<file path="config.mk">
export PLATFORM = sky130hd
export DESIGN_NAME = seg_digit_sequencer
export DESIGN_NICKNAME = d
export VERILOG_FILES = /design/src/rtl/seg_digit_sequencer.sv
export SDC_FILE = /design/constraint.sdc
export NUM_CORES = 1
export LEC_CHECK = 0
export ABC_AREA = 1
export BUFFER_PORTS_ARGS = -buffer_cell sky130_fd_sc_hd__buf_2
export CAP_MARGIN = 20
export CELL_PAD_IN_SITES_DETAIL_PLACEMENT = 1
export CELL_PAD_IN_SITES_GLOBAL_PLACEMENT = 2
export CORE_MARGIN = 5
export CORE_UTILIZATION = 34
export CTS_CLUSTER_SIZE = 20
export DETAILED_ROUTE_END_ITERATION = 10
export HOLD_SLACK_MARGIN = 0.05
export PLACE_DENSITY = 0.76
export SLEW_MARGIN = 20
export SYNTH_ARGS = -nofsm -noshare
export SYNTH_HDL_FRONTEND = slang
export SYNTH_SLANG_ARGS = --single-unit
</file>
<file path="constraint.sdc">
create_clock -name clk -period 2.4 [get_ports clk]
set_input_delay 0.24 -clock clk [delete_from_list [all_inputs] [get_ports clk]]
set_output_delay 0.24 -clock clk [all_outputs]
set_load 0.005 [all_outputs]
</file>
<file path="src/rtl/seg_digit_sequencer.sv">
// seg_digit_sequencer: start/stop/clear/load digit stepper driving the 7-seg decoder input.
// Define SEG_BLINK_EN to blink the display (4'hF) at the prescaler rate while paused.
module seg_digit_sequencer #(
  parameter int unsigned PRESCALE = 10_000_000
) (
  input  logic       clk,
  input  logic       rst_n,
  input  logic       start,
  input  logic       stop,
  input  logic       clear,
  input  logic       dir,
  input  logic       load_en,
  input  logic [3:0] load_val,
  output logic [3:0] counter,
  output logic       tick,
  output logic       wrap,
  output logic [1:0] state
);
  typedef enum logic [1:0] {IDLE = 2'd0, RUN = 2'd1, PAUSE = 2'd2} st_t;
  localparam logic [23:0] LAST = 24'(PRESCALE - 1);
  st_t st, st_n;
  logic [3:0] digit, digit_n;
  logic [23:0] pre, pre_n;
  logic phase_n, counting, roll, step, vload, acc_start;
`ifdef SEG_BLINK_EN
  logic phase;
  assign counting = st == RUN || st == PAUSE;
  assign phase_n = st_n != PAUSE ? 1'b0 : (st == PAUSE && roll) ? ~phase : phase;
  always_ff @(posedge clk or negedge rst_n)
    if (!rst_n) phase <= 1'b0;
    else phase <= phase_n;
`else
  assign counting = st == RUN;
  assign phase_n = 1'b0;
`endif
  always_comb begin
    st_n = st == IDLE  ? (start && !stop ? RUN : IDLE) :
           st == RUN   ? (stop ? PAUSE : RUN) :
           st == PAUSE ? (stop ? IDLE : start ? RUN : PAUSE) : IDLE;
    vload = load_en && load_val <= 4'd9;
    acc_start = st_n == RUN && st != RUN;
    roll = counting && pre == LAST;
    // an invalid load still swallows the step
    step = st == RUN && roll && !clear && !load_en;
    digit_n = clear ? 4'd0 : vload ? load_val : !step ? digit :
              dir ? (digit == 4'd0 ? 4'd9 : digit - 4'd1) : (digit == 4'd9 ? 4'd0 : digit + 4'd1);
    pre_n = (st == IDLE || acc_start || clear || vload || roll) ? 24'd0 : counting ? pre + 24'd1 : pre;
  end
  always_ff @(posedge clk or negedge rst_n)
    if (!rst_n) begin
      st <= IDLE;
      digit <= 4'd0;
      pre <= 24'd0;
      counter <= 4'hF;
      tick <= 1'b0;
      wrap <= 1'b0;
    end else begin
      st <= st_n;
      digit <= digit_n;
      pre <= pre_n;
      counter <= (st_n == IDLE || phase_n) ? 4'hF : digit_n;
      tick <= step;
      wrap <= step && (dir ? digit == 4'd0 : digit == 4'd9);
    end
  assign state = st;
endmodule

</file>
==> reports/qor.json <==
{
  "power_per_cell_area": {"value": 497, "unit": "nW/um^2"},
  "cts.reportedPaths.clkPinSlew": {"value": 90, "unit": "ps"},
  "pin_count": {"value": 19},
  "setup_tns": {"value": 0, "unit": "ps"},
  "path_delay_family": {"value": "simple AND/OR/NAND/NOR gates"},
  "period_minus_slack": {"value": 2000, "unit": "ps"},
  "setup_viol_count_final": {"value": 0},
  "final_layout_size_suffix_gt1_share": {"value": 17.2, "unit": "%"},
  "cts.path.max_buffers": {"value": 2},
  "worstReg2RegStart": {"value": "pre[0]"},
  "dp_slack": {"value": 398, "unit": "ps"},
  "status": {"value": "complete, no violations"},
  "grt_first_pass_wirelength": {"value": 12100, "unit": "microns"},
  "cts_htree_levels": {"value": 2},
  "placement.io_buffers": {"value": 18},
  "design.die.area": {"value": 9250, "unit": "sq um"},
  "initialDrtViolationCount": {"value": 80},
  "yosys_warnings": {"value": 0},
  "cts_hold_repair.buffers": {"value": 0},
  "cts_setup_buffers": {"value": 0},
  "per_cell_routed_wire_length": {"value": 14.8, "unit": "microns"},
  "timing.critical_path.cells": {"value": "ha_1 -> nand3_4 -> nor2_8 -> nand3_4 -> nor2_8 -> nor2_8 -> nand2_8 -> inv_4 -> o21ai_1"},
  "syn_area": {"value": 2520, "unit": "sq um"},
  "ys_seq_elements": {"value": 36},
  "routabilityCongestion": {"value": 0.788},
  "remaining_antenna_violation_count": {"value": 0},
  "diodes": {"value": 0},
  "worst_ep_required_time": {"value": 2590, "unit": "ps"},
  "power_leakage": {"value": 1.32, "unit": "nW"},
  "worst_path_max_delay_cell": {"value": "sky130_fd_sc_hd__dfrtp_1"},
  "synthCells": {"value": 356},
  "synth.lib_cells_used.distinct": {"value": 29},
  "timing.clock.skew": {"value": 12.3, "unit": "ps"},
  "routed_wirelength": {"value": 7060, "unit": "microns"},
  "fill_cells": {"value": 952},
  "design.final.nets": {"value": 392},
  "period_share": {"value": 83.3, "unit": "%"},
  "number_of_buffer_and_inverter_instances_along_the_worst_setup_path": {"value": 1},
  "total_power": {"value": 1.40, "unit": "mW"},
  "timing.final.hold_violations": {"value": 0},
  "critical-path-top-cell-by-count": {"value": "sky130_fd_sc_hd__nor2_8"},
  "fp.coreArea": {"value": 7250, "unit": "sq um"},
  "number_of_global_route_vias_before_repair": {"value": 2455},
  "start_util": {"value": 34.8, "unit": "%"},
  "clk_latency": {"value": 300, "unit": "ps"},
  "place_hpwl": {"value": 5470, "unit": "microns"},
  "critical_path.reg2reg.endpoint": {"value": "pre[17]"},
  "cp_slowest_stage_delay": {"value": 470, "unit": "ps"},
  "grt_antenna_before_repair": {"value": 0},
  "dpl_cell_area": {"value": 2700, "unit": "sq um"},
  "row_count": {"value": 31},
  "inserted_clock_buffers": {"value": 5},
  "grt_max_degree": {"value": 37},
  "syn2layout_area_growth": {"value": 11.7, "unit": "%"},
  "crit_fanout": {"value": 17},
  "ir_drop": {"value": 236, "unit": "uV"},
  "gr-total-overflow": {"value": 0},
  "postSynthAreaPerCell": {"value": 7.09, "unit": "sq um"},
  "drt_pass1_iterations": {"value": 4},
  "ff2ff_path_depth": {"value": 9},
  "grt_setup_unrepaired": {"value": "false"},
  "max_slew.worst_pin.slew": {"value": 894, "unit": "ps"},
  "die_h": {"value": 96.2, "unit": "microns"},
  "track_usage": {"value": 17.2, "unit": "%"},
  "maxClockFrequency": {"value": 0.500, "unit": "GHz"},
  "proportion_of_synthesized_chip_area_in_sequential_cells": {"value": 35.9, "unit": "%"},
  "timing.max_cap.violations": {"value": 0},
  "drt_drc_violations_left": {"value": 0},
  "fin_ws": {"value": 400, "unit": "ps"},
  "ff2ff_setup_slack": {"value": 400, "unit": "ps"},
  "slew_headroom": {"value": 40.4, "unit": "%"},
  "final_core_utilization": {"value": 38.8, "unit": "%"},
  "vias_per_cell": {"value": 4.87},
  "fp.dieW": {"value": 96.2, "unit": "microns"},
  "cts.repair.resized": {"value": 0},
  "cts.root.buffer_cell": {"value": "sky130_fd_sc_hd__clkbuf_8"},
  "postLayoutCellArea": {"value": 2820, "unit": "sq um"},
  "setup.worst_path.end_class": {"value": "register"},
  "critical_path.startpoint_type": {"value": "register"},
  "arrival": {"value": 2190, "unit": "ps"},
  "syn-num-nets": {"value": 372},
  "setup.worst_path.class": {"value": "reg2reg"},
  "numClockSinks": {"value": 36},
  "clock_tree_from_tritoncts": {"value": "built"},
  "vias": {"value": 2320},
  "slew_violations": {"value": 0},
  "timing.hold.worst.class": {"value": "in2async"}
}
## cell usage after synthesis (all sizes together)
| library cell | count | share of area, % |
|---|---|---|
| nor2 | 45 | 9.1 |
| dfstp | 4 | 4.2 |
| a21oi | 9 | 1.8 |
| nand3 | 42 | 9.7 |
| xor2 | 9 | 3.1 |
| xnor2 | 3 | 1.0 |
| or2 | 2 | 0.50 |
| clkbuf | 2 | 0.30 |
| dfrtp | 32 | 32 |
| o31ai | 1 | 0.30 |
| nand2 | 114 | 19 |
| ha | 5 | 2.5 |
| buf | 3 | 1.1 |
| nand4 | 16 | 4.0 |
| nor3 | 9 | 2.0 |
| o21ai | 12 | 2.4 |
| inv | 48 | 7.2 |
## worst max path at each step
stage	slack [ps]	end	cells past startpoint	startpoint
global route	230	pre[20]	10	pre[0]
CTS	390	pre[17]	9	pre[0]
global placement	450	pre[17]	9	pre[0]
finish	400	pre[17]	9	pre[0]
detailed placement	400	pre[20]	9	pre[0]
floorplan	680	pre[19]	11	pre[0]
## stage by stage
stage	hold WS [ps]	std cells
after floorplan	-55.6	356
after global placement	407	468
after detailed placement	419	468
after CTS	80.7	476
after global routing	109	476
final	58.8	476
## where the power goes
group	switching [mW]	internal, mW	total [mW]
registers	0.0163	0.629	0.646
clock network	0.268	0.313	0.581
logic	0.117	0.0557	0.173
## routing by layer
layer  routed length (microns)  track usage, %
met5                         0               0
met2                      3350            29.4
met1                      3420            21.7
met3                       187            3.36
met4                        98            5.09
## placed cells by master (no fill, tap or decap), types with 3 or more instances in the layout
cell type,synthesis,routed
sky130_fd_sc_hd__a21oi_1,9,9
sky130_fd_sc_hd__buf_2,1,18
sky130_fd_sc_hd__clkbuf_8,0,5
sky130_fd_sc_hd__dfrtp_1,32,32
sky130_fd_sc_hd__dfstp_2,4,4
sky130_fd_sc_hd__ha_1,5,5
sky130_fd_sc_hd__inv_1,42,42
sky130_fd_sc_hd__inv_2,5,5
sky130_fd_sc_hd__nand2_1,100,100
sky130_fd_sc_hd__nand2_2,12,12
sky130_fd_sc_hd__nand3_1,38,38
sky130_fd_sc_hd__nand4_1,16,16
sky130_fd_sc_hd__nor2_1,37,37
sky130_fd_sc_hd__nor2_2,5,5
sky130_fd_sc_hd__nor2_8,3,3
sky130_fd_sc_hd__nor3_1,8,8
sky130_fd_sc_hd__o21ai_0,5,5
sky130_fd_sc_hd__o21ai_1,7,7
sky130_fd_sc_hd__xnor2_1,3,3
sky130_fd_sc_hd__xor2_1,9,9
## flip-flops by register name (all words and copies together), names as in the netlist
signal	flops
pre	24
counter	4
digit	4
state	2
tick	1
wrap	1
## logic make-up after synthesis
logic type,synth area share (%)
buffers and inverters,8.63
AOI/OAI and AO/OA,4.46
DFF,35.9
adders and majority gates,2.48
and+or+nand+nor,44.4
xor gates and xnor gates,4.16
## cell type report
cell class | count | area (sq um) | area share (%)
clock buffers | 5 | 68.8 | 2.44
multi-input cells | 267 | 1400 | 49.7
flip-flops and latches | 36 | 906 | 32.1
repair buffers | 18 | 90.1 | 3.20
clock inverters | 3 | 46.3 | 1.64
inverters | 48 | 183 | 6.48
well taps | 99 | 124 | 4.40
Power figures use the tool's default switching activity.
